$ cat config.mk
export PLATFORM = sky130hd
export DESIGN_NAME = env_vca
export DESIGN_NICKNAME = d
export VERILOG_FILES = /design/src/rtl/env_vca_pkg.sv /design/src/rtl/env_vca_slew.sv /design/src/rtl/env_vca.sv
export SDC_FILE = /design/constraint.sdc
export NUM_CORES = 1
export LEC_CHECK = 0
export ABC_AREA = 1
export BUFFER_PORTS_ARGS = -buffer_cell sky130_fd_sc_hd__buf_2
export CAP_MARGIN = 15
export CORE_UTILIZATION = 30
export DETAILED_ROUTE_END_ITERATION = 8
export SETUP_SLACK_MARGIN = 0.5
export SLEW_MARGIN = 10
export SYNTH_ARGS = -nofsm -noshare
export SYNTH_HDL_FRONTEND = slang
export SYNTH_SLANG_ARGS = --single-unit
$ cat constraint.sdc
create_clock -name clk -period 7.9 [get_ports clk]
set_clock_uncertainty 0.2 [all_clocks]
set_input_delay 1.975 -clock clk [delete_from_list [all_inputs] [get_ports clk]]
set_output_delay 1.975 -clock clk [all_outputs]
set_load 0.02 [all_outputs]
$ cat src/rtl/env_vca_pkg.sv
// Shared definitions for the VCA stage and the envelope generator feeding it.
package env_vca_pkg;

  localparam int ENV_DATA_WIDTH     = 16;
  localparam int ENV_SAMPLE_WIDTH   = 16;
  localparam int ENV_SLEW_SHIFT     = 4;
  localparam int ENV_SLEW_SHIFT_MAX = 8;

  // Smoother shifts beyond the max make the slew so slow it is useless.
  function automatic bit slew_shift_legal(input int shift);
    return (shift >= 0) && (shift <= ENV_SLEW_SHIFT_MAX);
  endfunction

  // Half an LSB of the fixed-point gain, added before truncation.
  function automatic logic [63:0] round_half_const(input int frac_bits);
    return 64'd1 << (frac_bits - 1);
  endfunction

endpackage

$ cat src/rtl/env_vca_slew.sv
// Envelope slew limiter: moves a fraction of the remaining distance to the
// target on each update, with a minimum step of one LSB so it always lands.
module env_slew
  import env_vca_pkg::*;
#(
  parameter int DATA_WIDTH = ENV_DATA_WIDTH,
  parameter int SLEW_SHIFT = ENV_SLEW_SHIFT
) (
  input  logic                  clk,
  input  logic                  rst_n,
  input  logic                  upd_i,
  input  logic [DATA_WIDTH-1:0] target_i,
  output logic [DATA_WIDTH-1:0] smooth_o,
  output logic [DATA_WIDTH-1:0] smooth_next_o
);

  logic [DATA_WIDTH-1:0] smooth_q;
  logic [DATA_WIDTH-1:0] smooth_d;
  logic signed [DATA_WIDTH:0] diff;
  logic signed [DATA_WIDTH:0] step_raw;
  logic signed [DATA_WIDTH:0] step;
  logic signed [DATA_WIDTH:0] sum;
  logic unused_sum_msb;

  // Next smoothed value; |step| <= |diff| keeps the sum inside the unsigned range.
  always_comb begin
    diff     = $signed({1'b0, target_i}) - $signed({1'b0, smooth_q});
    step_raw = diff >>> SLEW_SHIFT;
    step     = step_raw;
    if ((step_raw == '0) && (diff != '0)) begin
      step = diff[DATA_WIDTH] ? '1 : {{DATA_WIDTH{1'b0}}, 1'b1};
    end
    sum      = $signed({1'b0, smooth_q}) + step;
    smooth_d = sum[DATA_WIDTH-1:0];
  end

  assign unused_sum_msb = sum[DATA_WIDTH];

  // Smoothed gain only moves when a sample is accepted.
  always_ff @(posedge clk or negedge rst_n) begin
    if (!rst_n) begin
      smooth_q <= '0;
    end else if (upd_i) begin
      smooth_q <= smooth_d;
    end
  end

  assign smooth_o      = smooth_q;
  assign smooth_next_o = smooth_d;

endmodule

$ cat src/rtl/env_vca.sv
// Voltage-controlled amplifier: scales signed samples by the slewed envelope
// through a two-stage valid/ready pipeline (register, then multiply+round).
module env_vca
  import env_vca_pkg::*;
#(
  parameter int DATA_WIDTH   = ENV_DATA_WIDTH,
  parameter int SAMPLE_WIDTH = ENV_SAMPLE_WIDTH,
  parameter int SLEW_SHIFT   = ENV_SLEW_SHIFT
) (
  input  logic                    clk,
  input  logic                    rst_n,
  input  logic [DATA_WIDTH-1:0]   env_level,
  input  logic                    s_valid,
  output logic                    s_ready,
  input  logic [SAMPLE_WIDTH-1:0] s_sample,
  output logic                    m_valid,
  input  logic                    m_ready,
  output logic [SAMPLE_WIDTH-1:0] m_sample,
  output logic [DATA_WIDTH-1:0]   env_smooth,
  output logic                    idle
);

  localparam int PROD_W = SAMPLE_WIDTH + DATA_WIDTH + 1;
  localparam logic [PROD_W-1:0] ROUND_K = PROD_W'(round_half_const(DATA_WIDTH));

  if (!slew_shift_legal(SLEW_SHIFT)) begin : g_bad_shift
    $error("env_vca: SLEW_SHIFT must be within 0..8");
  end

  logic                    en;
  logic                    accept;
  logic [DATA_WIDTH-1:0]   gain_next;

  logic                    s1_valid_q;
  logic [SAMPLE_WIDTH-1:0] s1_sample_q;
  logic [DATA_WIDTH-1:0]   s1_gain_q;

  logic                    m_valid_q;
  logic [SAMPLE_WIDTH-1:0] m_sample_q;
  logic [SAMPLE_WIDTH-1:0] m_sample_d;

  logic signed [PROD_W-1:0] sample_ext;
  logic signed [PROD_W-1:0] gain_ext;
  logic signed [PROD_W-1:0] product;
  logic signed [PROD_W-1:0] rounded;
  logic                     unused_round_bits;

  // Whole pipeline advances together; s_ready is combinational from m_ready.
  assign en      = !m_valid_q || m_ready;
  assign accept  = s_valid && en;
  assign s_ready = en;

  env_slew #(
    .DATA_WIDTH (DATA_WIDTH),
    .SLEW_SHIFT (SLEW_SHIFT)
  ) u_slew (
    .clk           (clk),
    .rst_n         (rst_n),
    .upd_i         (accept),
    .target_i      (env_level),
    .smooth_o      (env_smooth),
    .smooth_next_o (gain_next)
  );

  // Stage 1: capture the sample with the gain as updated by this accept.
  always_ff @(posedge clk or negedge rst_n) begin
    if (!rst_n) begin
      s1_valid_q  <= 1'b0;
      s1_sample_q <= '0;
      s1_gain_q   <= '0;
    end else if (en) begin
      s1_valid_q <= accept;
      if (accept) begin
        s1_sample_q <= s_sample;
        s1_gain_q   <= gain_next;
      end
    end
  end

  // Signed sample times zero-extended gain, rounded half up, then drop the
  // fractional gain bits. The result always fits the sample width.
  always_comb begin
    sample_ext = {{(DATA_WIDTH + 1){s1_sample_q[SAMPLE_WIDTH-1]}}, s1_sample_q};
    gain_ext   = {{(SAMPLE_WIDTH + 1){1'b0}}, s1_gain_q};
    product    = sample_ext * gain_ext;
    rounded    = product + $signed(ROUND_K);
    m_sample_d = rounded[DATA_WIDTH +: SAMPLE_WIDTH];
  end

  assign unused_round_bits = ^{rounded[DATA_WIDTH-1:0], rounded[PROD_W-1]};

  // Stage 2: output register, held stable while the consumer stalls.
  always_ff @(posedge clk or negedge rst_n) begin
    if (!rst_n) begin
      m_valid_q  <= 1'b0;
      m_sample_q <= '0;
    end else if (en) begin
      m_valid_q <= s1_valid_q;
      if (s1_valid_q) begin
        m_sample_q <= m_sample_d;
      end
    end
  end

  assign m_valid  = m_valid_q;
  assign m_sample = m_sample_q;
  assign idle     = !s1_valid_q && !m_valid_q;

endmodule

# Yosys cells after proc, flatten, opt, wreduce, memory -nomap -nowiden
# Cells that the tools add are included.
# word_totals
ff_bits	66
out_inout_bits	35
elab_cells	22
# op_classes
add_sub_neg	3
mul	1
muxes	2
reduce_logical	10
# ops
cell	n
adder 32 x 17 -> 32 bit (second input constant)	1
multiplier 16 x 17 -> 32 bit	1
two-way mux 16 bit	2
zero test 17 bit	1
nonzero test 17 bit	1
subtractor 16 x 16 -> 17 bit	1
adder 16 bit	1
AND reduction 2 bit	2
logical AND 1 bit	3
zero test 1 bit	2
logical OR 1 bit	1

# Longest topological paths before layout
# Gate-level depths: netlist of run 1.
# depth
ltp_word	5
depth_mapped	29

# Cells and area by module
# Synthesis of run 1 repeated with hierarchy kept, for this count alone.
# hier_totals
hier_cells	1930
area_unflattened_um2	13748.2
# by_module_without_submodules
module	n_inst	cells_each	area_per_inst_um2
env_vca	1	1481	11095.6
env_slew	1	449	2652.5

# Least setup slack after synthesis of run 1
# No wires, ideal clock.
# synth_path
path_kind	register to register
start	reg s1_gain_q[7]
end	reg m_sample_q[4] (netlist: m_sample[4])
setup_time_ns	0.118
arrival_time_ns	5.431
setup_slack_ns	2.151
path_stages_with_launch	25
synth_period_minus_slack_ns	5.749
cell_sequence	dfrtp_1 > clkbuf_1 > clkbuf_1 > nand2_1 > fa_1 > inv_1 > fa_1 > inv_1 > fa_1 > inv_1 > fa_1 > fa_1 > inv_1 > fa_1 > inv_1 > ha_1 > nand2_1 > nor2_1 > nor2_1 > nor2_1 > nor2_1 > nand3_1 > or2_2 > nand3_1 > nand2_1
# synth_via
elab_chain_cells	2
# synth_lines
item	line	rtl
start: declaration	env_vca.sv:36	logic [DATA_WIDTH-1:0] s1_gain_q;
start signal: assignment	env_vca.sv:75	s1_gain_q <= gain_next;
multiplier 16 x 17 -> 32 bit	env_vca.sv:85	product = sample_ext * gain_ext;
adder 32 x 17 -> 32 bit	env_vca.sv:86	rounded = product + $signed(ROUND_K);
end signal: assignment	env_vca.sv:100	m_sample_q <= m_sample_d;
end: declaration	env_vca.sv:39	logic [SAMPLE_WIDTH-1:0] m_sample_q;
# Every way passes these cells.
# A chain may end at the register's enable or synchronous reset.

# Worst setup path after layout of run 1
# layout_path
start	reg s1_gain_q[7]
end	reg m_sample_q[10] (netlist: m_sample[10])
# Same word-level chain as after synthesis.

==> metrics, run 1 <==
Multi-input gate area 9612 sq um; Finished Core Util 32.86%; Mapped Area 12,880 sq um; initial core utilization 30.56%; syn_nets 2,188; Synth area leaders fa_1 (30%), nand2_1 (16%), ha_1 (14%); Worst Setup Start Kind flip-flop; CTS root buf clkbuf_16; number of global-route vias before repair 11,876; asr flop ratio synth 100.0%; number of diodes 0; Synth Register Bits 50; Place WS 1.572 ns; Final Slew Violations 0; Worst Setup Slack, final 1.494 ns; Reg area 1251 sq um; maximum fanout along the worst path 19; worst-margin pin slew 1.133 ns; relative slew slack 24.47%; routed len/inst 16.02 um; antenna violations before repair 0; GP Congestion 0.8938; FP Rows 75; top cells by count, synth nand2_1 (537), inv_1 (457), fa_1 (195); vias 11,158; vias per inst 4.722; full die area 43,750 sq um; final wirelength 37,850 um; cts hold-fix bufs 0; Total GRT Usage 18.23%; post-DP HPWL 29,990 um; Area after DPL 13,680 sq um; Final ANT Viol Nets 0; crit share post-route 81.09%; share of the synthesized area in the top cell type 30.32%; GRT overflow 0; P&R area growth vs syn 7.521%; Hold Violations, Final 0; Crit path required time 7.90 ns; Arr. time, crit path 6.41 ns; first-pass GRT wire length 62,510 um; Synth Instances 1,810; max-cap viol count 0; Min-Delay Path Class flip-flop to flip-flop; router iterations before antenna repair 5; ys flop type dfrtp_1; number of buffers created by CTS 5; postcts setup bufs 0; post-route cell area 13,840 sq um; synth warn 0; Syn Area/Cell 7.114 sq um; Setup crit end kind flip-flop; fin crit period 6.406 ns; fillers 4,558; clk slew on worst S/H paths 0.07 ns; RSZ-0062 raised after global routing no; H-Tree Depth 2; status finished, final reports clean; Skew-Pair Late Insertion Delay 0.31 ns; post-synth top area cell fa_1; io pins 71; layout cells sized above 1 6.469%; CTS tree yes; chip width 209.2 um; Post-CTS Resized 0; Setup Total Neg Slack 0 ns; clock buffer depth 2; CTS Sinks 50; sequential fraction of the synthesis area 9.717%; cell with the most instances after synthesis nand2_1; fmax 156.1 MHz; DRC viols 0; largest net degree at the start of global routing 51; die height 209.2 um; Port-buffer cells 70; final setup fails 0; EDFF count, synth 0; critical path class flip-flop to flip-flop; nets@finish 2,201; Core Area 42,130 sq um; Netlist cell types 38; drt first-iter violations 645
==> routing by layer <==
layer | up-vias | share of wire (%) | global-route usage [%]
li1 | 5338 | - | -
met1 | 5475 | 45 | 24.28
met2 | 281 | 47 | 30.91
met3 | 64 | 4.9 | 1.969
met4 | 0 | 2.8 | 5.781
met5 | - | 0 | 0
==> worst max-delay path: stages, from the launching register on <==
cell	delay, ns
dfrtp_1	1.09
nand2_1	0.23
fa_1	0.60
inv_1	0.06
fa_1	0.61
fa_1	0.46
fa_1	0.46
fa_1	0.49
inv_1	0.05
fa_1	0.48
inv_1	0.04
ha_1	0.37
a21oi_1	0.24
o21ai_0	0.22
a21o_1	0.24
a21oi_1	0.17
nand3_1	0.09
nand3_1	0.13
nand2_1	0.06
==> per-stage QoR <==
stage	instances	hold WS, ns
6_report	2363	0.2834
5_1_grt	2363	0.3170
4_1_cts	2363	0.2893
3_5_place_dp	2355	0.2610
3_3_place_gp	2355	0.2635
2_1_floorplan	1810	0.2582
==> path summary, 6_finish.rpt <==
path                              start            to  slack, ns  depth (start not counted)
setup / recovery           s1_gain_q[7]  m_sample[10]       1.49                         18
hold / removal             m_sample[14]  m_sample[14]       0.28                          2
setup reg to reg           s1_gain_q[7]  m_sample[10]       1.49                         18
hold reg to reg            m_sample[14]  m_sample[14]       0.28                          2
max in group asynchronous         rst_n   m_sample[5]       5.39                          2
min in group asynchronous         rst_n    s1_valid_q       1.61                          2
==> flip-flops by register name, indices dropped and copies added, names as in the netlist <==
name and flops:
s1_valid_q 1, m_valid 1, u_slew.smooth_o 1, s1_sample_q 16, s1_gain_q 15, m_sample 16
==> cells by family (layout without fill, tap and decap cells) <==
family | count (synthesis) | in the layout | synth area share [%]
AOI/OAI and AO/OA | 127 | 127 | 5.520
xor gates and xnor gates | 15 | 15 | 1.079
adders and majority gates | 342 | 342 | 44.60
buffers and inverters | 534 | 548 | 15.65
DFF | 50 | 50 | 9.717
and+or+nand+nor | 742 | 742 | 23.43
==> layout make-up <==
cell class,instances,share of cell area (%)
clock buffer,7,0.9580
clock inverter,1,0.2169
inverter,462,12.53
multi-input combinational,1226,69.43
sequential,50,9.038
tap,539,4.871
timing repair buffer,78,2.964
==> cell usage in the layout (no fill, tap or decap) <==
master | netlist | routed
o21bai_1 | 5 | 5
nand3_2 | 2 | 2
a21oi_1 | 58 | 58
nand3b_1 | 10 | 10
ha_1 | 147 | 147
nand2_1 | 537 | 537
buf_4 | 2 | 8
a31oi_1 | 3 | 3
clkbuf_16 | 0 | 5
fa_1 | 195 | 195
o21ai_1 | 6 | 6
bufinv_16 | 0 | 1
nor3_1 | 12 | 12
and2_1 | 4 | 4
a21boi_0 | 1 | 1
xnor2_1 | 11 | 11
xor2_2 | 1 | 1
nand3_1 | 67 | 67
a211oi_1 | 1 | 1
buf_2 | 3 | 70
inv_2 | 5 | 5
o21ai_2 | 3 | 3
inv_1 | 457 | 457
a21o_1 | 6 | 6
clkbuf_1 | 66 | 2
nor2_2 | 1 | 2
o31ai_1 | 1 | 1
o21a_1 | 3 | 3
or2_1 | 1 | 1
nor2_1 | 81 | 80
o211ai_1 | 1 | 1
xor2_1 | 3 | 3
dfrtp_1 | 50 | 50
nand2b_1 | 1 | 1
nand4_1 | 9 | 9
a21oi_2 | 4 | 4
or2_2 | 5 | 5
o21ai_0 | 35 | 35
nand2_2 | 12 | 12
Power of run 1 is left out: the tool's default activity adds up to more than one toggle a clock period on the data nets, which glitch-free logic cannot reach.
==> run 2: changes to the inputs <==
--- a/config.mk
+++ b/config.mk
@@ -5,7 +5,7 @@
 export SDC_FILE = /design/constraint.sdc
 export NUM_CORES = 1
 export LEC_CHECK = 0
-export ABC_AREA = 1
+export ABC_AREA = 0
 export BUFFER_PORTS_ARGS = -buffer_cell sky130_fd_sc_hd__buf_2
 export CAP_MARGIN = 15
 export CORE_UTILIZATION = 30
==> constraint.sdc (replaced) <==
create_clock -name clk -period 6.3 [get_ports clk]
set_clock_uncertainty 0.2 [all_clocks]
set_input_delay 1.575 -clock clk [delete_from_list [all_inputs] [get_ports clk]]
set_output_delay 1.575 -clock clk [all_outputs]
set_load 0.02 [all_outputs]
==> run 2 against run 1 <==
Compared with the run above:
- area after synthesis decreased by 11%
- global-route usage decreased by 2.4 points
- flip-flop and latch count unchanged
- register-to-register slack got worse by 1.3 ns
- critical path depth increased by 7
- setup slack got worse by 1.3 ns
- first-iteration DRC count decreased by 43%
- synthesized cell count decreased by 27%
- non-clock buffer count increased by 135
- wire length decreased by 20%
- largest cell class unchanged
==> metrics, run 2 <==
final wirelength 30,210 um (was 37,850 um); Final ANT Viol Nets 0 (unchanged); EDFF count, synth 0 (unchanged); status finished, final reports clean (unchanged); fin crit period 6.151 ns; share of the synthesized area in the top cell type 33.97% (was 30.32%); Synth Instances 1,318 (was 1,810); largest net degree at the start of global routing 51 (unchanged); die height 197.7 um (was 209.2 um); Final Instance Count excl. Fillers 2,004 (was 2,363); Mapped Area 11,490 sq um (was 12,880 sq um); GP Congestion 0.8673 (was 0.8938); Crit path required time 6.30 ns (was 7.90 ns); Setup crit end kind flip-flop (unchanged); RSZ-0062 raised after global routing yes (was no); clock buffer depth 2 (unchanged); Total GRT Usage 15.87% (was 18.23%); maximum fanout along the worst path 3 (was 19); Hold Violations, Final 0 (unchanged); io pins 71 (unchanged); Synth area leaders fa_1 (34%), ha_1 (16%), dfrtp_1 (11%) (was fa_1 (30%), nand2_1 (16%), ha_1 (14%)); CTS root buf clkbuf_16 (unchanged); asr flop ratio synth 100.0% (unchanged); post-DP HPWL 24,370 um (was 29,990 um); crit share post-route 97.64%; max-cap viol count 0 (unchanged); number of buffers created by CTS 5 (unchanged); nets@finish 1,870 (was 2,201); worst-margin pin slew 1.073 ns (was 1.133 ns); GRT overflow 0 (unchanged); first-pass GRT wire length 48,780 um (was 62,510 um); FP Rows 71 (was 75); commonest non-fill, non-tap cell in the layout inv_1 (was nand2_1); R2R depth 22 (was 18); Final Slew Violations 0 (unchanged); CTS Sinks 50 (unchanged); syn_nets 1,696 (was 2,188); routed len/inst 15.07 um (was 16.02 um); layout cells sized above 1 23.04% (was 6.469%); Multi-input gate area 9517 sq um (was 9612 sq um); antenna violations before repair 0 (unchanged); hold depth 2 (unchanged); final setup fails 0 (unchanged); sequential fraction of the synthesis area 10.89% (was 9.717%); placed insts 1,947 (was 2,355); critical path class input pin to flip-flop (was flip-flop to flip-flop); clk slew on worst S/H paths 0.08 ns (was 0.07 ns); ys flop type dfrtp_1 (unchanged); most frequent cells in the layout inv_1 (248), nand2_1 (222), fa_1 (183), ha_1 (139), and2_1 (110) (was nand2_1 (537), inv_1 (457), fa_1 (195), ha_1 (147), nor2_1 (80)); chip width 197.7 um (was 209.2 um); fmax 162.6 MHz; fillers 3,853 (was 4,558); drt first-iter violations 368 (was 645); Synth Register Bits 50 (unchanged); number of diodes 0 (unchanged); Syn Area/Cell 8.719 sq um (was 7.114 sq um); Netlist cell types 54 (was 38); synth warn 0 (unchanged); relative slew slack 28.49% (was 24.47%); vias 9,338 (was 11,158); Min-Delay Path Class flip-flop to flip-flop (unchanged); Arr. time, crit path 6.16 ns (was 6.41 ns); top cells by count, synth inv_1 (264), nand2_1 (226), fa_1 (195) (was nand2_1 (537), inv_1 (457), fa_1 (195)); DRC viols 0 (unchanged); router iterations before antenna repair 5 (unchanged); Worst Setup Start Kind input pin (was flip-flop); number of global-route vias before repair 9,426 (was 11,876); Skew-Pair Late Insertion Delay 0.31 ns (about the same); Reg area 1277 sq um (was 1251 sq um); P&R area growth vs syn 23.80% (was 7.521%); full die area 39,090 sq um (was 43,750 sq um); cell with the most instances after synthesis inv_1 (was nand2_1); Core Area 37,670 sq um (was 42,130 sq um); initial core utilization 30.51% (was 30.56%); post-synth top area cell fa_1 (unchanged); CTS tree yes (unchanged); Port-buffer cells 70 (unchanged); H-Tree Depth 2 (unchanged); vias per inst 4.660 (was 4.722)
==> run 2: what timing repair did <==
item,4_1_cts,5_1_grt
pin swaps,49,69
endpoints found under the setup margin,22,27
cloned,0,0
hold buffers,0,0
buffers inserted,32,17
gates resized for setup,55,101
==> run 2: worst max-delay path, cell delays in order <==
cell and delay [ns]:
buf_12 0.09, inv_12 0.03, ha_4 0.15, fa_2 0.34, nor2b_1 0.14, o21a_1 0.17, o21ai_2 0.09, a21oi_2 0.17
and2_4 0.16, nor2_2 0.04, or4_1 0.53, or4b_4 0.51, o31ai_4 0.18, ha_2 0.22, inv_2 0.04, fa_2 0.34
nor2b_2 0.12, o21ai_2 0.08, a21oi_2 0.20, o21ai_2 0.09, a21oi_2 0.16, o31a_1 0.21, o31ai_2 0.09, a2111o_1 0.37
o221ai_1 0.07
==> run 2: through the flow <==
step	setup WS, ns	utilization (%)	TNS (ns)	instance area, sq um	hold slack [ns]
finish	0.1488	37.77	0	14230	0.2853
floorplan	0.2243	-	0	11660	0.3225
detailed placement	-0.2310	34.91	-0.7743	13150	0.2680
global placement	-0.1250	34.91	-0.3300	13150	0.2629
CTS	0.09328	36.46	0	13730	0.2866
global route	-0.06060	37.77	-0.1226	14230	0.3173
==> run 2: kinds of logic (layout without fill, tap and decap cells) <==
group | count (synthesis) | count (layout) | synth area share, %
compound gates | 135 | 135 | 7.644
xor+xnor | 36 | 36 | 2.744
fa+ha+maj | 342 | 342 | 49.98
buf+inv | 310 | 485 | 10.13
flops | 50 | 50 | 10.89
mux | 2 | 2 | 0.1742
simple gates | 443 | 443 | 18.45
==> run 2: layer usage <==
metal,share of wire (%),wire length [um],track usage (%)
met2,51,15440,27.66
met3,3.4,1035,1.550
met5,0,0,0
met1,44,13270,21.16
met4,1.5,462,3.531
==> run 2: final cells by class <==
type                    instances  area share [%]
well taps                     511           4.494
clock inverters                 3          0.3342
inverters                     264           7.054
clock buffers                   5          0.8795
multi-input cells             958           66.90
repair buffers                213           11.36
flip-flops and latches         50           8.980
==> run 2: worst paths after layout <==
| kind | startpoint | endpoint | slack [ns] |
|---|---|---|---|
| min in group asynchronous | rst_n | s1_gain_q[14] | 1.19 |
| min reg2reg | m_sample[1] | m_sample[1] | 0.29 |
| max | env_level[0] | s1_gain_q[12] | 0.15 |
| max reg2reg | s1_sample_q[5] | m_sample[14] | 0.18 |
| min | m_sample[1] | m_sample[1] | 0.29 |
| max in group asynchronous | rst_n | s1_sample_q[1] | 4.22 |
Power of run 2 is left out for the same reason.
==> run 3: changes to the inputs <==
--- a/config.mk
+++ b/config.mk
@@ -7,9 +7,13 @@
 export LEC_CHECK = 0
 export ABC_AREA = 0
 export BUFFER_PORTS_ARGS = -buffer_cell sky130_fd_sc_hd__buf_2
-export CAP_MARGIN = 15
+export CAP_MARGIN = 0
+export CELL_PAD_IN_SITES_DETAIL_PLACEMENT = 0
+export CELL_PAD_IN_SITES_GLOBAL_PLACEMENT = 1
 export CORE_UTILIZATION = 30
 export DETAILED_ROUTE_END_ITERATION = 8
+export GPL_ROUTABILITY_DRIVEN = 0
+export PLACE_DENSITY_LB_ADDON = 0.1
 export SETUP_SLACK_MARGIN = 0.5
 export SLEW_MARGIN = 10
 export SYNTH_ARGS = -nofsm -noshare
==> run 3 against run 2 <==
Compared with the run above:
- non-clock buffer count is 8 higher
- cell count is 0.40% higher
- register-to-register slack worse by 0.02 ns
- global-route usage is 1.1 points higher
- flip-flop and latch count stayed put
- count of clock-buffer cells in the layout is 1 higher
==> metrics, run 3 (synthesized netlist as in run 2, its figures left out) <==
FP Rows 71 (unchanged); Crit path required time 6.31 ns (was 6.30 ns); die height 197.7 um (unchanged); maximum fanout along the worst path 3 (unchanged); drt first-iter violations 274 (was 368); fin crit period 6.152 ns (was 6.151 ns); commonest non-fill, non-tap cell in the layout inv_1 (unchanged); H-Tree Depth 2 (unchanged); placed insts 1,972 (was 1,947); critical path class input pin to flip-flop (unchanged); CTS root buf clkbuf_16 (unchanged); Reg area 1275 sq um (was 1277 sq um); RSZ-0062 raised after global routing yes (unchanged); Min-Delay Path Class flip-flop to flip-flop (unchanged); clk slew on worst S/H paths 0.08 ns (about the same); CTS tree yes (unchanged); routed len/inst 16.04 um (was 15.07 um); antenna violations before repair 0 (unchanged); Port-buffer cells 70 (unchanged); first-pass GRT wire length 51,150 um (was 48,780 um); worst-margin pin slew 1.091 ns (was 1.073 ns); status finished, final reports clean (unchanged); CTS Sinks 50 (unchanged); fmax 162.6 MHz (about the same); most frequent cells in the layout inv_1 (260), nand2_1 (221), fa_1 (191), ha_1 (142), buf_4 (122) (was inv_1 (248), nand2_1 (222), fa_1 (183), ha_1 (139), and2_1 (110)); Hold Violations, Final 0 (unchanged); Total GRT Usage 16.97% (was 15.87%); final wirelength 32,280 um (was 30,210 um); clock buffer depth 2 (unchanged); Multi-input gate area 9399 sq um (was 9517 sq um); Setup crit end kind flip-flop (unchanged); largest net degree at the start of global routing 51 (unchanged); Final ANT Viol Nets 0 (unchanged); nets@finish 1,878 (was 1,870); Arr. time, crit path 6.16 ns (about the same); number of buffers created by CTS 5 (unchanged); relative slew slack 27.24% (was 28.49%); GRT overflow 0 (unchanged); crit share post-route 97.64% (about the same); Worst Setup Start Kind input pin (unchanged); number of diodes 0 (unchanged); cts hold-fix bufs 0 (unchanged); full die area 39,090 sq um (unchanged); post-DP HPWL 26,780 um (was 24,370 um); final setup fails 0 (unchanged); Final Slew Violations 0 (unchanged); initial core utilization 30.51% (unchanged); fillers 4,029 (was 3,853); DRC viols 0 (unchanged); number of global-route vias before repair 9,352 (was 9,426); vias 9,009 (was 9,338); Skew-Pair Late Insertion Delay 0.31 ns (about the same); max-cap viol count 0 (unchanged); vias per inst 4.478 (was 4.660); router iterations before antenna repair 5 (unchanged); Core Area 37,670 sq um (unchanged); layout cells sized above 1 20.59% (was 23.04%); P&R area growth vs syn 23.11% (was 23.80%); io pins 71 (unchanged); Final Instance Count excl. Fillers 2,012 (was 2,004); chip width 197.7 um (unchanged)
run 3: final timing paths:
check / startpoint / end / slack (ns) / depth (start not counted)
hold / removal: m_sample[4] / m_sample[4] / 0.28 / 2
min in group asynchronous: rst_n / m_sample[13] / 1.18 / 2
hold reg to reg: m_sample[4] / m_sample[4] / 0.28 / 2
setup reg to reg: s1_gain_q[5] / m_sample[8] / 0.16 / 22
setup / recovery: env_level[0] / s1_gain_q[12] / 0.15 / 25
max in group asynchronous: rst_n / s1_sample_q[1] / 4.19 / 2
run 3: layer usage:
layer / GRT usage [%] / wire (um) / vias up
met3: 0.9709 / 517 / 18
met1: 22.79 / 14740 / 4489
met4: 2.527 / 315 / 0
li1: - / - / 4436
met5: 0 / 0 / -
met2: 30.46 / 16710 / 66
run 3: metrics by stage:
step	setup TNS [ns]	hold WS, ns	setup WS [ns]	util, %	cell area [sq um]
3_5_place_dp	-0.8904	0.2657	-0.2679	35.50	13370
5_1_grt	-0.5061	0.3079	-0.09379	37.56	14150
2_1_floorplan	0	0.3225	0.2243	-	11660
6_report	0	0.2766	0.1484	37.56	14150
3_3_place_gp	-0.8373	0.2615	-0.2205	35.50	13370
4_1_cts	0	0.2840	0.09418	36.90	13900
run 3: what timing repair did:
item                       CTS  global route
gates cloned                 0             0
setup buffers               24             8
gates resized for setup     44            48
pin swaps                   32            25
setup endpoints to repair   22            25
hold endpoints to repair     0             0
run 3: critical path: stages:
cell and delay, ns:
buf_8 0.09, inv_12 0.03, ha_4 0.15, fa_2 0.34, nor2b_1 0.12, o21a_1 0.19, o21ai_4 0.09, a21oi_2 0.16
and2_4 0.17, nor2_4 0.04, or4_4 0.52, or4b_4 0.54, o31ai_4 0.18, ha_2 0.22, inv_2 0.04, fa_2 0.35
nor2b_2 0.14, o21ai_2 0.08, a21oi_2 0.19, o21ai_2 0.08, a21oi_2 0.15, o31a_1 0.20, o31ai_2 0.09, a2111o_1 0.39
o221ai_2 0.07
run 3: layout make-up:
class                           count  area share, %
Clock inverter                      2         0.1238
Multi-Input combinational cell    958          66.44
Inverter                          264          7.094
Timing Repair Buffer              221          11.83
Clock buffer                        6         0.9818
Tap cell                          511          4.520
Sequential cell                    50          9.013
Power of run 3 is left out for the same reason.
